[src/rtl/stream_loader_pkg.sv]
`default_nettype none
// +----------------------------------------------------------------------+
// | Module   : stream_loader_pkg                                         |
// | Brief    : Shared state encoding and word/lane geometry constants.   |
// | Revision : 1.0                                                       |
// +----------------------------------------------------------------------+
package stream_loader_pkg;

  typedef enum logic [2:0] {
    ST_IDLE  = 3'd0,
    ST_PULL  = 3'd1,
    ST_CAPT  = 3'd2,
    ST_WRITE = 3'd3,
    ST_FIN   = 3'd4
  } state_t;

  localparam int c_DW     = 16;
  localparam int c_BPW    = c_DW / 8;
  localparam int c_LANE_W = (c_BPW > 1) ? $clog2(c_BPW) : 1;

  // A byte-wide word still needs a 1-bit lane index to stay a legal vector.
  function automatic int lane_width(input int dw);
    return ((dw / 8) > 1) ? $clog2(dw / 8) : 1;
  endfunction

endpackage
`default_nettype wire

[src/rtl/stream_loader_byte_packer.sv]
`default_nettype none
// +----------------------------------------------------------------------+
// | Module   : stream_loader_byte_packer                                 |
// | Brief    : Little-endian byte-to-word packer with byte-enable track.  |
// | Revision : 1.0                                                       |
// +----------------------------------------------------------------------+
module stream_loader_byte_packer
  import stream_loader_pkg::*;
#(
  parameter int DW = c_DW
) (
  input  logic            clock,
  input  logic            reset,
  input  logic            clear,
  input  logic            capture,
  input  logic [7:0]      byte_in,
  output logic [DW-1:0]   word,
  output logic [DW/8-1:0] be,
  output logic            last_lane
);

  localparam int c_NB     = DW / 8;
  localparam int c_LANE_B = lane_width(DW);

  logic [c_LANE_B-1:0] r_lane;
  logic [DW-1:0]       r_word;
  logic [c_NB-1:0]     r_be;

  assign word      = r_word;
  assign be        = r_be;
  assign last_lane = (r_lane == c_LANE_B'(c_NB - 1));

  always_ff @(posedge clock) begin
    if (reset || clear) begin
      r_word <= '0;
      r_be   <= '0;
      r_lane <= '0;
    end else if (capture) begin
      r_word[8*r_lane +: 8] <= byte_in;
      r_be[r_lane]          <= 1'b1;
      r_lane                <= last_lane ? '0 : r_lane + 1'b1;
    end
  end

endmodule
`default_nettype wire

[src/rtl/stream_loader.sv]
`default_nettype none
// +----------------------------------------------------------------------+
// | Module   : stream_loader                                             |
// | Brief    : Pulls LEN bytes from a pull-stream source into RAM words.  |
// | Revision : 1.0                                                       |
// +----------------------------------------------------------------------+
module stream_loader
  import stream_loader_pkg::*;
#(
  parameter int AW = 18,
  parameter int DW = c_DW,
  parameter int LW = 18
) (
  input  logic            clock,
  input  logic            reset,
  input  logic            start,
  input  logic [AW-1:0]   base_addr,
  input  logic [LW-1:0]   length,
  output logic            src_ce,
  input  logic [7:0]      src_data,
  output logic [AW-1:0]   mem_addr,
  output logic [DW-1:0]   mem_data,
  output logic [DW/8-1:0] mem_be,
  output logic            mem_we,
  input  logic            mem_ack,
  output logic            busy,
  output logic            done
);

  state_t        r_state;
  logic [LW-1:0] r_remaining;
  logic [AW-1:0] r_addr;

  logic w_capture;
  logic w_clear;
  logic w_last_lane;

  assign mem_addr  = r_addr;
  assign w_capture = (r_state == ST_CAPT);
  assign w_clear   = ((r_state == ST_IDLE) && start) ||
                     ((r_state == ST_WRITE) && mem_ack);

  stream_loader_byte_packer #(
    .DW (DW)
  ) u_packer (
    .clock     (clock),
    .reset     (reset),
    .clear     (w_clear),
    .capture   (w_capture),
    .byte_in   (src_data),
    .word      (mem_data),
    .be        (mem_be),
    .last_lane (w_last_lane)
  );

  // src_ce and mem_we are raised on entry to PULL/WRITE so they line up
  // with the state they belong to.
  always_ff @(posedge clock) begin
    if (reset) begin
      r_state     <= ST_IDLE;
      r_remaining <= '0;
      r_addr      <= '0;
      src_ce      <= 1'b0;
      mem_we      <= 1'b0;
      busy        <= 1'b0;
      done        <= 1'b0;
    end else begin
      done <= 1'b0;
      case (r_state)
        ST_IDLE: begin
          if (start) begin
            r_addr      <= base_addr;
            r_remaining <= length;
            busy        <= 1'b1;
            if (length == '0) begin
              r_state <= ST_FIN;
            end else begin
              src_ce  <= 1'b1;
              r_state <= ST_PULL;
            end
          end
        end
        ST_PULL: begin
          src_ce  <= 1'b0;
          r_state <= ST_CAPT;
        end
        ST_CAPT: begin
          r_remaining <= r_remaining - 1'b1;
          if (w_last_lane || (r_remaining == LW'(1))) begin
            mem_we  <= 1'b1;
            r_state <= ST_WRITE;
          end else begin
            src_ce  <= 1'b1;
            r_state <= ST_PULL;
          end
        end
        ST_WRITE: begin
          if (mem_ack) begin
            mem_we <= 1'b0;
            r_addr <= r_addr + 1'b1;
            if (r_remaining != '0) begin
              src_ce  <= 1'b1;
              r_state <= ST_PULL;
            end else begin
              r_state <= ST_FIN;
            end
          end
        end
        ST_FIN: begin
          done    <= 1'b1;
          busy    <= 1'b0;
          r_state <= ST_IDLE;
        end
        default: r_state <= ST_IDLE;
      endcase
    end
  end

endmodule
`default_nettype wire

[config.mk]
export PLATFORM = sky130hd
export DESIGN_NAME = stream_loader
export DESIGN_NICKNAME = d
export VERILOG_FILES = /design/src/rtl/stream_loader_pkg.sv /design/src/rtl/stream_loader_byte_packer.sv /design/src/rtl/stream_loader.sv
export SDC_FILE = /design/constraint.sdc
export NUM_CORES = 1
export LEC_CHECK = 0
export CORE_MARGIN = 10
export CORE_UTILIZATION = 30
export DETAILED_ROUTE_END_ITERATION = 16
export GPL_TIMING_DRIVEN = 1
export MAX_ROUTING_LAYER = met4
export SYNTH_ARGS = -nofsm -noshare
export SYNTH_HDL_FRONTEND = slang
export SYNTH_HIERARCHICAL = 1
export SYNTH_SLANG_ARGS = --single-unit
[constraint.sdc]
create_clock -name clock -period 1.8 [get_ports clock]
set_input_delay 0.27 -clock clock [delete_from_list [all_inputs] [get_ports clock]]
set_output_delay 0.27 -clock clock [all_outputs]
set_load 0.01 [all_outputs]
# After elaboration in Yosys (flattened, before gate mapping)
# Index checks and enable logic that the tools add are counted.
# totals
ff_bits	62
output_inout_bits	40
# op_classes
n_addsub	4
magnitude_cmp	2
n_eq_ne	11
n_shift	2
mux	27
n_bitwise	1
reduce_logical	20
# op_table
cell	n
one-hot mux 18 bit (2 select lines)	2
two-way mux 18 bit	3
negation 4 -> 34 bit	1
variable shift 8 x 34 -> 16 bit (first input constant)	1
indexed part select 8 x 34 -> 16 bit	1
adder 18 x 1 -> 18 bit (second input constant)	1
== test 18 x 1 -> 1 bit (second input constant)	1
logical NOT 18 bit	1
nonzero test 18 bit	1
subtractor 18 x 1 -> 18 bit (second input constant)	1
bitwise mux 16 bit	1
two-way mux 3 bit	4
one-hot mux 3 bit (4 select lines)	1
two-way mux 1 bit	11
inequality test 2 bit (second input constant)	5
nonzero test 2 bit	4
== test 3 x 2 -> 1 bit (second input constant)	2
AND reduction 2 bit	3
AND reduction 3 bit	2
AND reduction 6 bit	1
one-hot mux 1 bit (2 select lines)	2
one-hot mux 1 bit (4 select lines)	1
nonzero test 4 bit	1
== test 3 x 1 -> 1 bit (second input constant)	1
other kinds (11)	15

# Logic depth before layout (Yosys ltp)
# logic_depth
word_depth	5
depth_mapped	9
depth_no_buf	7

# Modules after synthesis
# The synthesis kept the hierarchy.
# modules_own_cells
mod	n_inst	cells_per_inst	area_each_um2	seq_area_each_um2
stream_loader	1	335	2581.2	860.8
stream_loader_byte_packer	1	83	723.2	380.4

# Worst setup path after synthesis
# OpenSTA, ideal clock, no wires.
# synth_path
path_type	reg-to-reg
from	register r_addr[0], in the netlist mem_addr[0]
to	register r_addr[14], in the netlist mem_addr[14]
arrival_time_ps	1895
required_time_ps	1723
slack_ps	-171
path_stages_with_launch	7
n_path_buf	1
synth_period_minus_slack_ps	1971
path_cell_list	dfxtp_1 > ha_1 > nand4_2 > or3_1 > buf_2 > or4b_4 > a41oi_2
# synth_via
elab_chain_cells	3
# synth_rtl
item	line_no	rtl
from (decl)	stream_loader.sv:32	logic [AW-1:0] r_addr;
from (signal assigned)	stream_loader.sv:72	r_addr <= base_addr;
from (signal assigned)	stream_loader.sv:100	r_addr <= r_addr + 1'b1;
adder 18 x 1 -> 18 bit	stream_loader.sv:100	
two-way mux 18 bit	stream_loader.sv:98	if (mem_ack) begin
one-hot mux 18 bit (2 select lines)	stream_loader.sv:69	case (r_state)
# No other way between the ends. The select of a mux whose other input is x is not followed.
# A chain may end at the register's enable or synchronous reset.

# Worst setup path in the final report
# layout_path
from	register r_addr[1], in the netlist mem_addr[1]
to	register r_addr[14], in the netlist mem_addr[14]
# Same word-level chain as after synthesis.

==> qor.csv <==
metric,value,unit
synth_compound_area_share,24.2,%
cts.root.buffer_cell,clkbuf_8,
synthSimpleGateAreaFrac,28.4,%
hpwl,8400,µm
vias,3669,
status,completed,
p_per_area,762,nW/µm²
start_kind,flop,
final_common_cell,clkdlybuf4s50_1,
ys_ff_latch,62,
synth.distinct_cells,64,
p_sw,0.00122,W
cts_max_path_buffers,2,
switching_share,31.2,%
htreeDepth,3,
relSlewSlack,73.7,%
cp_slowest_cell,or4b_4,
p_seq_share,39.5,%
coreArea,10800,µm²
yosys_warnings,6,
die_h,125,µm
grt_overflow,0,
viasPerCell,5.15,
tns,0,ps
routed_wl,11100,µm
finalWorstSetupSlack,55.1,ps
end_kind,flop,
slew_viol_final,0,
yosys.area_share.adder,1.14,%
grt_pass1_wl,18000,µm
max_cap_viol_count,0,
p_total,0.00391,W
power_frac_comb,28.1,%
antenna_found_initial,0,
hold_path_class,reg -> reg,
hold_violations,0,
worst_slew_pin_slew,390,ps
grt_pass1_vias,3663,
cts_tree,built,
syn_avg_cell_area,7.91,µm²
portBuffers,87,
synthArstFlopShare,0,%
pin_count,88,
crit_arrival,2020,ps
cts.sinks,62,
initial_core_util,30.6,%
nets,619,
clkPwrFrac,32.4,%
final_cell_mix,"87 x clkdlybuf4s50_1, 74 x buf_4, 58 x dfxtp_1",
drtIter0Drc,302,
grt_usage,13.9,%
synthFlopType,dfxtp_1,
die_area,15600,µm²
rsz0062_at_grt,true,
netlist_area,3300,µm²
fp-row-count,38,
critPathMaxFanout,4,
fin_crit,1740,ps
critical_path_class,reg -> reg,
cts_buffers,9,
layout-drive-gt1-share,23.0,%
leakage,1.87,nW
place_congestion,0.828,
drt_first_pass_iters,5,
ir_worst_vdd,0.000469,V
preCtsSetupSlack,-403,ps
p_int,0.00269,W
fin_util,47.5,%
drtAntennaViolNets,0,
syn_nets,469,
max_freq,573,MHz
clk_pin_slew,80,ps
fin_worst_skew,6.62,ps
grt_start_max_net_pins,25,
n_antenna_cell,0,
synth.mux.area_fraction,1.86,%
setup_viol,0,
fp.dieW,125,µm
critPathMaxStageDelay,490,ps
synth_edf_count,0,
cp_cell_sequence,ha_4 > nand4_2 > or3_4 > or4b_4 > a41oi_2,
drc,0,
synth_cells,418,
drt-wirelength-per-cell,15.6,µm
required,2070,ps
synth_xor_xnor_area_share,0.530,%
period_share,96.9,%
clk_latency,340,ps
synth_top_family_by_area,simple AND/OR/NAND/NOR gates,
syn_to_final_growth,55.2,%
ys_seq_area_share,37.6,%
-- critical path: cells and delay by family (launching register included) --
kind	cells	cell delay (ps)
flip-flops	1	360
AO/OA/AOI/OAI	1	160
adder cells (fa/ha/maj)	1	140
AND/OR/NAND/NOR	3	1020
-- synthesized netlist by cell type, drive strengths merged, types with 4 or more instances --
master | instances | area share (%)
mux2i | 5 | 1.5
nor3 | 19 | 3.0
nand2b | 4 | 0.76
a22oi | 7 | 1.6
o21ai | 18 | 2.7
nand2 | 56 | 6.4
a211oi | 5 | 1.1
clkbuf | 6 | 0.68
nand3 | 20 | 3.0
nor2 | 36 | 4.1
nor2b | 5 | 0.95
nand4 | 9 | 1.9
nor4 | 14 | 2.7
buf | 21 | 4.7
inv | 8 | 0.98
dfxtp | 62 | 38
o22ai | 6 | 1.1
a21oi | 56 | 9.4
-- path summary, 6_finish.rpt --
check / from / to / slack, ps / depth (start not counted)
max: mem_addr[1] / mem_addr[14] / 60 / 5
min: u_packer/word[8] / u_packer/word[8] / 460 / 2
max reg2reg: mem_addr[1] / mem_addr[14] / 60 / 5
min reg2reg: u_packer/word[8] / u_packer/word[8] / 460 / 2
-- metal layers --
layer  vias to the layer above  GRT usage [%]  wire, µm
li1                       1839              -         -
met1                      1721           16.7      5040
met2                       102           23.3      5560
met3                         7           3.00       444
met4                         0           3.32        70
met5                         -              -         0
-- stage by stage --
stage,hold WS (ps),instances,instance area [µm²]
CTS,466,710,5050
floorplan,371,418,3330
global route,495,713,5130
global placement,450,694,4830
detailed placement,456,694,4830
finish,464,713,5130
-- state kept, by name, indices dropped and copies added (netlist names) --
signal,cells
r_remaining,18
u_packer/be,2
src_ce,1
mem_we,1
u_packer/last_lane,1
mem_addr,18
busy,1
r_state,3
done,1
u_packer/word,16
-- cell families (layout without fill, tap and decap cells) --
family | Yosys count | in the layout
flops | 62 | 62
simple gates | 186 | 186
buf+inv | 35 | 190
compound gates | 124 | 124
mux | 6 | 6
xor+xnor | 2 | 2
fa+ha+maj | 3 | 3
-- cell type report --
cell class                 count  area (µm²)
timing repair buffer         166        1530
sequential                    62        1250
tap                          140         175
clock buffer                   9         124
inverter                       8        32.5
multi-input combinational    321        1950
clock inverter                 7        72.6
fill                        1064        5660
-- timing repair --
| action | CTS | global route |
|---|---|---|
| pin swaps | 0 | 1 |
| gates resized for setup | 5 | 12 |
| hold buffers | 0 | 0 |
| buffers inserted | 0 | 3 |
| endpoints found under the setup margin | 3 | 35 |
| cloned | 0 | 0 |
-- power groups by stage --
| stage | registers [W] | logic [W] | clock network (W) |
|---|---|---|---|
| 2_1_floorplan | 0.00160 | 0.000458 | 0 |
| 3_3_place_gp | 0.00157 | 0.00102 | 0 |
| 3_5_place_dp | 0.00157 | 0.00104 | 0 |
| 4_1_cts | 0.00154 | 0.00105 | 0.00132 |
| 5_1_grt | 0.00155 | 0.00120 | 0.00137 |
| 6_report | 0.00154 | 0.00110 | 0.00127 |
Power figures use the tool's default switching activity.
